`src/rtl/gray_conv_arbiter.sv`:
```
// gray_conv_arbiter
//   Two-requester round-robin arbiter that accepts one Gray-coded word at a
//   time and converts it to binary serially, one bit per clock, MSB first.
//   The result is held on Out until the consumer accepts it.
//
// Ports
//   Clk        : clock, rising-edge active
//   Rst_n      : asynchronous active-low reset
//   In0/In1    : Gray-coded request words, WIDTH bits
//   InX_valid  : request word valid
//   InX_ready  : request word accepted this cycle
//   Out        : binary result, WIDTH bits
//   Out_id     : index of the requester that owns Out
//   Out_valid  : Out/Out_id valid
//   Out_ready  : consumer accepts Out
//   Busy       : high whenever the FSM is not idle
//
// state | meaning
// IDLE  | waiting for a request; grant is combinational
// CONV  | resolving one binary bit per clock, MSB first
// HOLD  | result presented, waiting for Out_ready
module gray_conv_arbiter #(
  parameter int WIDTH = 8
) (
  input  logic             Clk,
  input  logic             Rst_n,
  input  logic [WIDTH-1:0] In0,
  input  logic             In0_valid,
  output logic             In0_ready,
  input  logic [WIDTH-1:0] In1,
  input  logic             In1_valid,
  output logic             In1_ready,
  output logic [WIDTH-1:0] Out,
  output logic             Out_id,
  output logic             Out_valid,
  input  logic             Out_ready,
  output logic             Busy
);

  localparam int IDXW = $clog2(WIDTH);

  typedef enum logic [1:0] {IDLE, CONV, HOLD} state_t;

  state_t           r_state;
  logic [WIDTH-1:0] r_gray;
  logic [WIDTH-1:0] r_work;
  logic [WIDTH-1:0] r_out;
  logic [IDXW-1:0]  r_idx;
  logic             r_bprev;
  logic             r_id_pend;
  logic             r_out_id;
  logic             r_out_valid;
  logic             r_last;

  logic             w_grant;
  logic             w_accept;
  logic             w_bit;
  logic [WIDTH-1:0] w_final;

  // On contention the requester that was not served last wins.
  assign w_grant  = (In0_valid && In1_valid) ? ~r_last : In1_valid;
  // Rst_n gates the ready outputs so they stay low for the whole reset.
  assign w_accept = Rst_n && (r_state == IDLE) && (In0_valid || In1_valid);

  assign In0_ready = w_accept && !w_grant;
  assign In1_ready = w_accept &&  w_grant;

  // r_bprev carries b[i+1]; it is cleared on accept so b[WIDTH] = 0.
  assign w_bit   = r_gray[r_idx] ^ r_bprev;
  assign w_final = {r_work[WIDTH-1:1], w_bit};

  assign Out       = r_out;
  assign Out_id    = r_out_id;
  assign Out_valid = r_out_valid;
  assign Busy      = (r_state != IDLE);

  always_ff @(posedge Clk or negedge Rst_n) begin
    if (!Rst_n) begin
      r_state     <= IDLE;
      r_gray      <= '0;
      r_work      <= '0;
      r_out       <= '0;
      r_idx       <= '0;
      r_bprev     <= 1'b0;
      r_id_pend   <= 1'b0;
      r_out_id    <= 1'b0;
      r_out_valid <= 1'b0;
      // Pretend requester 1 was served last so requester 0 wins first.
      r_last      <= 1'b1;
    end else begin
      case (r_state)
        IDLE: begin
          if (w_accept) begin
            r_gray    <= w_grant ? In1 : In0;
            r_id_pend <= w_grant;
            r_last    <= w_grant;
            r_idx     <= IDXW'(WIDTH-1);
            r_bprev   <= 1'b0;
            r_work    <= '0;
            r_state   <= CONV;
          end
        end
        CONV: begin
          r_work[r_idx] <= w_bit;
          r_bprev       <= w_bit;
          if (r_idx == '0) begin
            r_out       <= w_final;
            r_out_id    <= r_id_pend;
            r_out_valid <= 1'b1;
            r_state     <= HOLD;
          end else begin
            r_idx <= r_idx - 1'b1;
          end
        end
        HOLD: begin
          if (Out_ready) begin
            r_out_valid <= 1'b0;
            r_state     <= IDLE;
          end
        end
        default: r_state <= IDLE;
      endcase
    end
  end

endmodule

```
`config.mk`:
```
export PLATFORM = sky130hd
export DESIGN_NAME = gray_conv_arbiter
export DESIGN_NICKNAME = d
export VERILOG_FILES = /design/src/rtl/gray_conv_arbiter.sv
export SDC_FILE = /design/constraint.sdc
export NUM_CORES = 1
export LEC_CHECK = 0
export BUFFER_PORTS_ARGS = -buffer_cell sky130_fd_sc_hd__buf_2
export CAP_MARGIN = 10
export CORE_AREA = 2 2 59 61
export CTS_BUF_LIST = sky130_fd_sc_hd__clkbuf_8
export DETAILED_ROUTE_END_ITERATION = 8
export DIE_AREA = 0 0 61 63
export GPL_ROUTABILITY_DRIVEN = 0
export PLACE_DENSITY = 0.86
export SYNTH_ARGS = -nofsm -noshare
export SYNTH_HDL_FRONTEND = slang
export SYNTH_SLANG_ARGS = --single-unit
```
`constraint.sdc`:
```
create_clock -name Clk -period 1.7 [get_ports Clk]
set_input_delay 0.085 -clock Clk [delete_from_list [all_inputs] [get_ports Clk]]
set_output_delay 0.085 -clock Clk [all_outputs]
set_load 0.02 [all_outputs]
```
# Yosys cells after proc, flatten, opt, wreduce, memory -nomap -nowiden

Index checks and enable logic that the tools add are counted.

Word-level logic and storage cells: 61
Register bits: 34
Input port bits: 21

Eq/ne operators: 6
$lt $le $gt $ge: 2
Reduce and logical (&&, ||, !) cells: 19
Bitwise operators: 2
Add/subtract/negate cells: 1
Muxes and demuxes: 21

Operators by type and width:

| operator              | count |
|---|---|
| $mux W8               | 2 |
| $pmux W8 S2           | 1 |
| $reduce_and A3 Y1     | 3 |
| $bwmux W8             | 1 |
| $ne A2 B2 Y1 const B  | 4 |
| $logic_and A1 B1 Y1   | 6 |
| $mux W1               | 6 |
| $mux W2               | 3 |
| $mux W3               | 2 |
| $pmux W2 S3           | 1 |
| $pmux W3 S2           | 1 |
| $reduce_and A2 Y1     | 3 |
| $reduce_bool A2 Y1    | 3 |
| $lt A3 B4 Y1 const B  | 1 |
| $pmux W1 S2           | 2 |
| $bmux W1 S3           | 1 |
| $demux W1 S3          | 1 |
| $ge A3 B1 Y1 const B  | 1 |
| $logic_not A3 Y1      | 1 |
| $sub A3 B1 Y3 const B | 1 |
| $eq A2 B1 Y1 const B  | 1 |
| $eq A2 B2 Y1 const B  | 1 |
| $logic_not A2 Y1      | 1 |
| $logic_not A1 Y1      | 1 |
| other kinds (3)       | 3 |

# Longest topological paths before layout

Gate-level depths: netlist of run 1.

Depth in word-level cells: 6
Gate-level depth with buffers: 7
Depth with buffers taken out: 6

# Least setup slack after synthesis of run 1

No wires, ideal clock.

Kind: register to register
From: reg r_idx[1]
To: reg r_out[2] (netlist: Out[2])
Required time: 1.575 ns
Setup time: 0.125 ns
Period minus slack after synthesis: 1.837 ns
Setup slack: -0.137 ns
Cell stages (with the launch flop): 7
Data arrival time: 1.713 ns
Cell sequence: dfrtp_1 > clkbuf_1 > inv_1 > ha_1 > nand2_1 > clkbuf_1 > mux2_2

Cells in the longest elaborated chain, start to end: 2

RTL lines:

| element                            | RTL line | source |
|---|---|---|
| from (decl)                        | 48       | `logic [IDXW-1:0] r_idx;` |
| from (signal assigned)             | 97       | `r_idx <= IDXW'(WIDTH-1);` |
| from (signal assigned)             | 112      | `r_idx <= r_idx - 1'b1;` |
| $logic_not A3 Y1                   | 106      | `if (r_idx == '0) begin` |
| $reduce_and A2 Y1 (no source line) | --       |  |
| to (signal assigned)               | 107      | `r_out <= w_final;` |
| to (decl)                          | 47       | `logic [WIDTH-1:0] r_out;` |

Every way passes these cells.
A chain may end at the register's enable or synchronous reset.

# Worst setup path in the final report of run 1

From: reg r_idx[0]
To: reg r_work[6]

Cells in the longest elaborated chain, start to end: 6
Elaborated cells between the ends (all ways): 10
Classes of those cells: 2 x order compare; 6 x mux; 1 x bitwise; 1 x reduce/logical

RTL lines:

| element                                                            | RTL line | source |
|---|---|---|
| $lt A3 B4 Y1 (not written as such) or $ge A3 B1 Y1 (tied branches) | 104      | `r_work[r_idx] <= w_bit;` |
| $logic_and A1 B1 Y1 (not written as such)                          | 104      |  |
| $mux W1 (not written as such)                                      | 104      |  |
| $demux W1 S3                                                       | 104      |  |
| $bwmux W8 *                                                        | 104      |  |
| $pmux W8 S2 *                                                      | 91       | `case (r_state)` |
| to (signal, indexed assignment)                                    | 104      |  |
| to (decl)                                                          | 46       | `logic [WIDTH-1:0] r_work;` |

Every way passes the cells marked *; elsewhere a longest branch is shown, timed or not. The select of a mux whose other input is x is not followed.

==> qor.csv, run 1 <==
stage;metric;value;unit
run_status;status;finished, final reports clean;
sta;Least-Margin Pin Slew;0.3933;ns
routing;Pre-Repair DR Iteration Count;4;
global_routing;vias in the first global route;1152;
clock_tree;clock sinks;33;
final_layout;area grow syn2layout;27.13;%
pwr;Logic pwr share;0.492;
die;core area;3232;um^2
pwr;Clock power frac;0.154;
worst_setup_path;CP max stage cell;mux4_2;
clock_tree;Longest Clk Path Bufs;2;
yosys;Syn Nets;161;
global_routing;GRT Residual Overflow;0;
sta;final hold violation count;0;
sta;final worst path period share;0.9635;
die;Die H;63;um
global_routing;antenna violations before repair;0;
yosys;Seq cells post-synth;33;
placed_design;dpl ws;-0.05437;ns
yosys;Synth cell types;29;
global_routing;largest net degree at the start of global routing;34;
worst_setup_path;Worst Path Max Fanout;8;
worst_setup_path;Max stage delay on crit path;0.54;ns
sta;Layout Skew;0.005754;ns
sta;Slew headroom;0.7345;
worst_setup_path;critical path startpoint category;flop;
final_layout;final layout net count;209;
worst_setup_path;Setup crit end kind;flop;
die;floorplan row count;21;
global_routing;Tot GR Track Use;0.1726;
sta;WHS;0.08386;ns
sta;count of pins over their slew limit;0;
yosys;Syn Inst Count;138;
clock_tree;H-tree depth;2;
pwr;Sw Ratio;0.3868;
die;I/O pin total;34;
routing;Detail Route Antenna Nets;0;
sta;f_max;0.6105;GHz
die;Initial Util;0.4808;
clock_tree;Num CTS Buffers;5;
yosys;Syn. warnings;0;
yosys;Seq/Total Area, Yosys;0.5322;
sta;Tmin final;1.638;ns
sta;RSZ-0062 raised after global routing;yes;
routing;vias;1161;
run;MaxCap Viol Count;0;
pwr;Flop pwr share;0.354;
final_layout;final core occ;0.6113;
die;Die Wd;61;um
yosys;syn avg cell area;11.26;um^2
routing;routed wire length;2.852;mm
hold_path;hold crit path type;input pin to flop;
final_layout;FILL cells;283;
worst_setup_path;Worst EP arrival;1.81;ns
pwr;Int Power;2291;uW
clock_tree;CTS Root Cell;clkbuf_8;
routing;Avg WL per Cell;12.29;um
yosys;Post-Syn Area;1554;um^2
sta;Final setup viols;0;
pwr;Static Leak;0.001001;uW
final_layout;ANT cells;0;
routing;DRC;0;
die;overall die area;3843;um^2
clock_tree;worst-skew pair later-pin latency;0.28;ns
pwr;net switching power figure;1445;uW
placed_design;dpl hpwl;2.085;mm
pwr;PwrDens;1891;nW/um^2
routing;DRT iter0 DRCs;28;
routing;vias per cell;5.004;
worst_setup_path;Critical Path RT;1.88;ns
worst_setup_path;cells along the critical path;mux4_2 > mux2i_4 > xnor2_4 > o41ai_2;
sta;Final WS setup;0.06197;ns
clock_tree;Clock Pin Slew Worst Setup and Hold Paths;0.06;ns
placed_design;IO buf count;33;
pwr;Peak VDD IR;0.8332;mV
final_layout;layout cells sized above 1;0.3925;
clock_tree;CTS tree;yes;
global_routing;first-pass GRT wire length;4.899;mm
worst_setup_path;kind of critical path;flop to flop;
worst max-delay path, delay by kind of cell (launching register included):
family                    cells  cell delay (ns)
muxes                         2             0.77
DFF                           1             0.41
AOI/OAI and AO/OA             1             0.21
xor gates and xnor gates      1             0.14
cells in the final DEF (no fill, tap or decap), types with 2 or more instances in the layout:
cell type and n:
buf_2 33, dfrtp_1 31, nand2_1 24, buf_4 14, o21ai_0 12, mux2i_1 10, mux2_2 9, inv_1 8
nand3_1 6, clkbuf_8 6, o41ai_2 3, o211ai_1 2, nand2b_1 2, mux4_2 2, o311ai_1 2, o21ai_1 2
or3_1 2, ha_1 2, dlygate4sd3_1 2
cell usage after synthesis:
cell type / n / area, um^2
dfrtp_1: 32 / 800.8
nand2_1: 24 / 90.09
o21ai_0: 15 / 75.07
mux2i_1: 10 / 100.1
mux2_2: 9 / 101.4
inv_1: 7 / 26.28
nand3_1: 6 / 30.03
clkbuf_1: 5 / 18.77
o311ai_0: 3 / 26.28
ha_1: 2 / 25.02
mux4_1: 2 / 52.55
nand2b_1: 2 / 12.51
nor2_1: 2 / 7.510
o211ai_1: 2 / 15.01
o41ai_1: 2 / 17.52
or3_1: 2 / 12.51
a21boi_0: 1 / 7.510
buf_1: 1 / 3.750
buf_2: 1 / 5.000
buf_6: 1 / 11.26
dfstp_2: 1 / 26.28
mux2i_4: 1 / 22.52
nor2b_1: 1 / 6.260
nor3_1: 1 / 5.000
nor3b_1: 1 / 7.510
o2111ai_1: 1 / 8.760
o22ai_1: 1 / 6.260
o41ai_2: 1 / 16.27
xnor2_2: 1 / 16.27
power by group through the flow:
stage / sequential, uW / combinational, uW / clock [uW]
6_report: 1320 / 1840 / 574
5_1_grt: 1370 / 2040 / 621
2_1_floorplan: 1390 / 1110 / 0
3_3_place_gp: 1320 / 1600 / 0
3_5_place_dp: 1330 / 1670 / 0
4_1_cts: 1320 / 1830 / 589
logic make-up after synthesis:
group	share of synthesized area
mux	0.1779
compound gates	0.1111
flops	0.5322
fa+ha+maj	0.01610
xor+xnor	0.01047
buf+inv	0.04187
simple gates	0.1103
state kept, by name, indices dropped and copies added, names as in the netlist:
signal,cells
r_last,1
Out_id,1
r_bprev,1
r_gray,8
r_work,7
Out_valid,1
r_state,2
Out,8
r_id_pend,1
r_idx,3
timing repair:
item,CTS,global route
buffers inserted,2,0
hold endpoints to repair,33,0
gates resized for setup,5,6
endpoints found under the setup margin,7,11
pin swaps,3,1
hold buffers,2,0
routing by layer:
| layer | track usage | vias to the layer above | part of all wire |
|---|---|---|---|
| met5 | 0 | - | 0 |
| li1 | - | 581 | - |
| met4 | 0.06522 | 0 | 0.015 |
| met1 | 0.2021 | 544 | 0.44 |
| met2 | 0.2863 | 32 | 0.49 |
| met3 | 0.05590 | 4 | 0.048 |
path summary, 6_finish.rpt:
kind | startpoint | endpoint | slack (ns) | cells after the start
hold reg to reg | r_last | r_last | 0.47 | 2
hold / removal | In0[5] | r_gray[5] | 0.08 | 3
setup reg to reg | r_idx[0] | r_work[6] | 0.06 | 4
max in group asynchronous | Rst_n | r_last | 0.95 | 3
setup / recovery | r_idx[0] | r_work[6] | 0.06 | 4
min in group asynchronous | Rst_n | r_state[0] | 0.43 | 3
layout make-up:
cell class,instances,area (um^2),area share
inverter,7,26.28,0.01330
clock buffer,6,82.58,0.04180
sequential,33,828.3,0.4193
clock inverter,1,3.754,0.001900
timing repair buffer,49,290.3,0.1469
multi-input combinational,90,686.9,0.3477
tap,46,57.56,0.02913
metrics by stage:
stage | setup TNS (ns) | area, um^2 | cells | power (uW)
after floorplan | 0 | 1549 | 138 | 2501
after global placement | 0 | 1821 | 221 | 2918
after detailed placement | -0.1441 | 1821 | 221 | 3001
after CTS | -0.007565 | 1968 | 232 | 3742
after global routing | -0.01336 | 1976 | 232 | 4036
final | 0 | 1976 | 232 | 3736
(Power assumes the default switching activity.)
==> run 2: changes to the inputs <==
--- a/config.mk
+++ b/config.mk
@@ -13,6 +13,7 @@
 export DIE_AREA = 0 0 61 63
 export GPL_ROUTABILITY_DRIVEN = 0
 export PLACE_DENSITY = 0.86
+export REMOVE_ABC_BUFFERS = 1
 export SYNTH_ARGS = -nofsm -noshare
 export SYNTH_HDL_FRONTEND = slang
 export SYNTH_SLANG_ARGS = --single-unit
==> run 2 against run 1 <==
Against the previous run: final cell count rose by 0.86%; hold slack lost 0.057 ns; final area grew 1.3%; sequential power is essentially flat; clock skew decreased by 0.0012 ns; die area unchanged; highest routed layer unchanged.
==> qor.csv, run 2 (synthesized netlist as in run 1, its figures left out) <==
stage;metric;value;unit
clock_tree;CTS tree;yes;
routing;Avg WL per Cell;13.21;um
final_layout;layout cells sized above 1;0.4096;
die;Die Wd;61;um
global_routing;vias in the first global route;1175;
sta;Layout Skew;0.004594;ns
pwr;Peak VDD IR;0.8626;mV
worst_setup_path;Critical Path RT;1.88;ns
routing;Detail Route Antenna Nets;0;
final_layout;most frequent cells in the layout;buf_2, dfrtp_1, nand2_1, buf_4, o21ai_0;
global_routing;antenna violations before repair;0;
clock_tree;CTS Root Cell;clkbuf_8;
run_status;status;finished, final reports clean;
final_layout;ANT cells;0;
placed_design;dpl hpwl;2.249;mm
routing;WL met2;1.581;mm
routing;WL met1;1.326;mm
sta;Slew headroom;0.7133;
final_layout;final layout net count;210;
worst_setup_path;Worst Path Max Fanout;8;
placed_design;placed cells;224;
worst_setup_path;Worst EP arrival;1.84;ns
die;Initial Util;0.4808;
final_layout;Finished Layout Cells;234;
worst_setup_path;Setup crit end kind;flop;
clock_tree;Clock Pin Slew Worst Setup and Hold Paths;0.07;ns
sta;RSZ-0062 raised after global routing;yes;
global_routing;largest net degree at the start of global routing;22;
global_routing;Tot GR Track Use;0.1758;
final_layout;area grow syn2layout;28.74;%
pwr;PwrDens;1950;nW/um^2
worst_setup_path;critical path startpoint category;flop;
clock_tree;Longest Clk Path Bufs;2;
routing;routed wire length;3.091;mm
hold_path;hold crit path type;input pin to flop;
clock_tree;Num CTS Buffers;5;
routing;Pre-Repair DR Iteration Count;4;
final_layout;final core occ;0.6190;
die;I/O pin total;34;
global_routing;first-pass GRT wire length;5.009;mm
sta;final worst path period share;0.9768;
global_routing;GRT Residual Overflow;0;
sta;count of pins over their slew limit;0;
placed_design;placed cell area;1851;um^2
pwr;Total Power;3902;uW
routing;DRT iter0 DRCs;37;
run;MaxCap Viol Count;0;
routing;DR WL met3;159;um
die;overall die area;3843;um^2
sta;Least-Margin Pin Slew;0.4246;ns
clock_tree;worst-skew pair later-pin latency;0.28;ns
clock_tree;clock sinks;33;
sta;final hold violation count;0;
placed_design;IO buf count;33;
die;core area;3232;um^2
routing;vias per cell;5.026;
final_layout;Final Cell Area;2001;um^2
sta;Tmin final;1.661;ns
pwr;Static Leak;0.001013;uW
worst_setup_path;kind of critical path;flop to flop;
sta;WHS;0.02662;ns
routing;DR top layer;met4;
routing;vias;1176;
routing;DRC;0;
sta;f_max;0.6022;GHz
die;floorplan row count;21;
final_layout;most common cell after layout, fill and taps aside;buf_2;
clock_tree;H-tree depth;2;
die;Die H;63;um
sta;Final setup viols;0;
-- run 2: area by class of cell --
| class | instances | area (um^2) |
|---|---|---|
| flip-flops and latches | 33 | 827.0 |
| well taps | 46 | 57.56 |
| clock buffers | 7 | 96.34 |
| clock inverters | 1 | 5.005 |
| repair buffers | 50 | 295.3 |
| fillers | 286 | 1231 |
| multi-input cells | 90 | 693.2 |
| inverters | 7 | 26.28 |
-- run 2: path summary, 6_finish.rpt --
| kind | cells after the start | slack [ns] | to | from |
|---|---|---|---|---|
| max in group asynchronous | 3 | 1.14 | Out[1] | Rst_n |
| hold reg to reg | 2 | 0.48 | Out[0] | Out[0] |
| setup reg to reg | 4 | 0.04 | r_work[6] | r_idx[0] |
| min in group asynchronous | 3 | 0.31 | Out[6] | Rst_n |
| setup / recovery | 4 | 0.04 | r_work[6] | r_idx[0] |
| hold / removal | 2 | 0.03 | r_state[1] | Out_ready |
-- run 2: routing by layer --
metal | up-vias | track usage
met4 | 0 | 0.04620
met1 | 560 | 0.2046
met3 | 2 | 0.07039
met5 | - | 0
met2 | 34 | 0.2944
li1 | 580 | -
-- run 2: per-stage QoR --
stage | worst slack (ns) | TNS [ns]
floorplan | -0.3050 | -2.198
detailed placement | -0.1066 | -0.3026
CTS | -0.01141 | -0.01141
global route | -0.06168 | -0.2375
finish | 0.03948 | 0
global placement | 0.001468 | 0
-- run 2: what timing repair did --
| item | CTS | global route |
|---|---|---|
| endpoints found under the hold margin | 33 | 0 |
| gates cloned | 0 | 0 |
| buffers inserted | 1 | 0 |
| pin swaps | 2 | 1 |
| hold buffers | 1 | 0 |
| endpoints found under the setup margin | 8 | 11 |
| resized for setup | 5 | 7 |
-- run 2: report_power, final --
| part | switching (uW) | total [uW] | internal, uW |
|---|---|---|---|
| registers | 205 | 1330 | 1130 |
| logic | 1030 | 1930 | 895 |
| clock network | 278 | 644 | 366 |
| total | 1510 | 3900 | 2390 |
-- run 2: critical path, stage by stage (launching register included) --
cell     delay [ns]
dfrtp_1        0.40
mux4_2         0.55
mux2i_4        0.24
xnor2_4        0.14
o41ai_2        0.22
==> run 3: changes to the inputs <==
--- a/config.mk
+++ b/config.mk
@@ -14,6 +14,7 @@
 export GPL_ROUTABILITY_DRIVEN = 0
 export PLACE_DENSITY = 0.86
 export REMOVE_ABC_BUFFERS = 1
+export SETUP_SLACK_MARGIN = 0.15
 export SYNTH_ARGS = -nofsm -noshare
 export SYNTH_HDL_FRONTEND = slang
 export SYNTH_SLANG_ARGS = --single-unit
==> run 3 against run 2 <==
Against the previous run: hold slack worse by 0.0016 ns; combinational power up 5%; first-iteration DRC count up 2.7%; non-clock buffer count up 5; global-route usage up 0.37 points; register-to-register slack about the same; core utilization up 2.5 points; fmax down 0.18%; final area up 4.1%; die area unchanged; setup slack worse by 0.0030 ns; critical path type unchanged; largest power group unchanged; highest routed layer unchanged.
==> qor.csv, run 3 (synthesized netlist as in run 1, its figures left out) <==
stage;metric;value;unit
run_status;status;finished, final reports clean;
worst_setup_path;Worst Path Max Fanout;8;
worst_setup_path;flop2flop setup slack;0.04;ns
pwr;Flop pwr share;0.334;
placed_design;placed cells;224;
worst_setup_path;Critical path buffers and inverters;0;
routing;DRT iter0 DRCs;38;
global_routing;GRT Residual Overflow;0;
sta;Layout Skew;0.002870;ns
sta;Least-Margin Pin Slew;0.4191;ns
global_routing;antenna violations before repair;0;
worst_setup_path;Max stage delay on crit path;0.55;ns
sta;Tmin final;1.664;ns
die;I/O pin total;34;
sta;f_max;0.6011;GHz
clock_tree;Clock Pin Slew Worst Setup and Hold Paths;0.06;ns
clock_tree;CTS tree;yes;
worst_setup_path;worst reg-to-reg path cell count;4;
pwr;Int Power;2460;uW
pwr;Peak VDD IR;0.9242;mV
worst_setup_path;Worst setup startpoint;r_idx[0];
routing;Avg WL per Cell;13.34;um
final_layout;Final Cell Area;2082;um^2
hold_path;hold_sp;Out_ready;
routing;vias per cell;5.021;
clock_tree;Longest Clk Path Bufs;2;
worst_setup_path;cells along the critical path;mux4_2 > mux2i_4 > xnor2_4 > o21ai_0;
global_routing;Tot GR Track Use;0.1794;
worst_setup_path;Worst EP arrival;1.82;ns
clock_tree;CTS Root Cell;clkbuf_8;
hold_path;hold crit path type;input pin to flop;
pwr;PwrDens;1932;nW/um^2
pwr;Clock power frac;0.160;
pwr;Static Leak;0.001050;uW
die;overall die area;3843;um^2
worst_setup_path;critical path startpoint category;flop;
global_routing;vias in the first global route;1162;
clock_tree;clock sinks;33;
pwr;net switching power figure;1561;uW
final_layout;ANT cells;0;
die;Die H;63;um
final_layout;layout cells sized above 1;0.4560;
final_layout;final layout net count;215;
worst_setup_path;RR Endpoint;r_work[7];
global_routing;first-pass GRT wire length;5.099;mm
worst_setup_path;kind of critical path;flop to flop;
final_layout;area grow syn2layout;33.98;%
final_layout;Finished Layout Cells;239;
placed_design;dpl hpwl;2.249;mm
final_layout;FILL cells;286;
routing;vias;1200;
hold_path;hold path cells;2;
pwr;Sw Ratio;0.3883;
sta;final hold violation count;0;
sta;RSZ-0062 raised after global routing;yes;
worst_setup_path;Critical Path RT;1.85;ns
worst_setup_path;Setup crit end kind;flop;
routing;Detail Route Antenna Nets;0;
clock_tree;H-tree depth;2;
sta;final worst path period share;0.9786;
die;core area;3232;um^2
die;floorplan row count;21;
final_layout;most frequent cells in the layout;buf_2, dfrtp_1, nand2_1, buf_4, o21ai_0;
placed_design;IO buf count;33;
sta;Slew headroom;0.7171;
pwr;Logic pwr share;0.506;
worst_setup_path;worst r2r src;r_idx[0];
placed_design;placed cell area;1851;um^2
clock_tree;worst-skew pair later-pin latency;0.28;ns
routing;Pre-Repair DR Iteration Count;4;
routing;routed wire length;3.188;mm
global_routing;largest net degree at the start of global routing;22;
clock_tree;Num CTS Buffers;5;
routing;DRC;0;
sta;Final setup viols;0;
worst_setup_path;CP max stage cell;mux4_2;
hold_path;hold path endpoint;r_state[1];
die;Die Wd;61;um
die;Initial Util;0.4808;
sta;count of pins over their slew limit;0;
final_layout;most common cell after layout, fill and taps aside;buf_2;
run;MaxCap Viol Count;0;
worst_setup_path;Top Family by Delay on Critical Path;multiplexers;
worst_setup_path;Crit. path cell count;4;
[run 3: power groups by stage]
stage	clock [uW]	combinational (uW)	sequential, uW
final	642	2030	1340
after global routing	697	2230	1380
after CTS	657	1960	1340
after detailed placement	0	1740	1330
after global placement	0	1670	1310
after floorplan	0	974	1450
[run 3: metal layers]
layer,global-route usage,vias up,share of wire
li1,-,591,-
met1,0.2164,565,0.41
met2,0.2984,40,0.52
met3,0.06832,4,0.055
met4,0.04076,0,0.016
met5,0,-,0
[run 3: final cells by class]
class	count	area (um^2)	share of cell area
sequential	33	829.5	0.3984
multi-input combinational	90	724.4	0.3480
timing repair buffer	55	342.8	0.1647
clock buffer	7	96.34	0.04627
tap	46	57.56	0.02764
inverter	7	26.28	0.01262
clock inverter	1	5.005	0.002404
[run 3: what timing repair did]
action,in CTS,in global routing
pin swaps,3,3
hold buffers,1,0
hold endpoints to repair,33,0
buffers inserted,1,5
gates cloned,0,0
setup endpoints to repair,20,21
resized for setup,12,13
[run 3: worst max-delay path by stage]
stage,end,slack [ns]
CTS,r_work[4],0.005
global placement,r_work[1],0.001
floorplan,In1_ready,-0.31
detailed placement,r_work[4],-0.11
finish,r_work[7],0.04
global route,r_work[6],-0.05
[run 3: through the flow]
| step | worst slack (ns) | TNS (ns) | utilization | hold WS [ns] | total power [uW] |
|---|---|---|---|---|---|
| detailed placement | -0.1066 | -0.3026 | 0.5726 | 0.07286 | 3070 |
| CTS | 0.005071 | 0 | 0.6225 | 0.02867 | 3952 |
| global placement | 0.001468 | 0 | 0.5726 | 0.06841 | 2975 |
| finish | 0.03643 | 0 | 0.6442 | 0.02502 | 4021 |
| global route | -0.05434 | -0.2429 | 0.6442 | 0.03775 | 4311 |
| floorplan | -0.3050 | -2.198 | - | -0.2106 | 2428 |
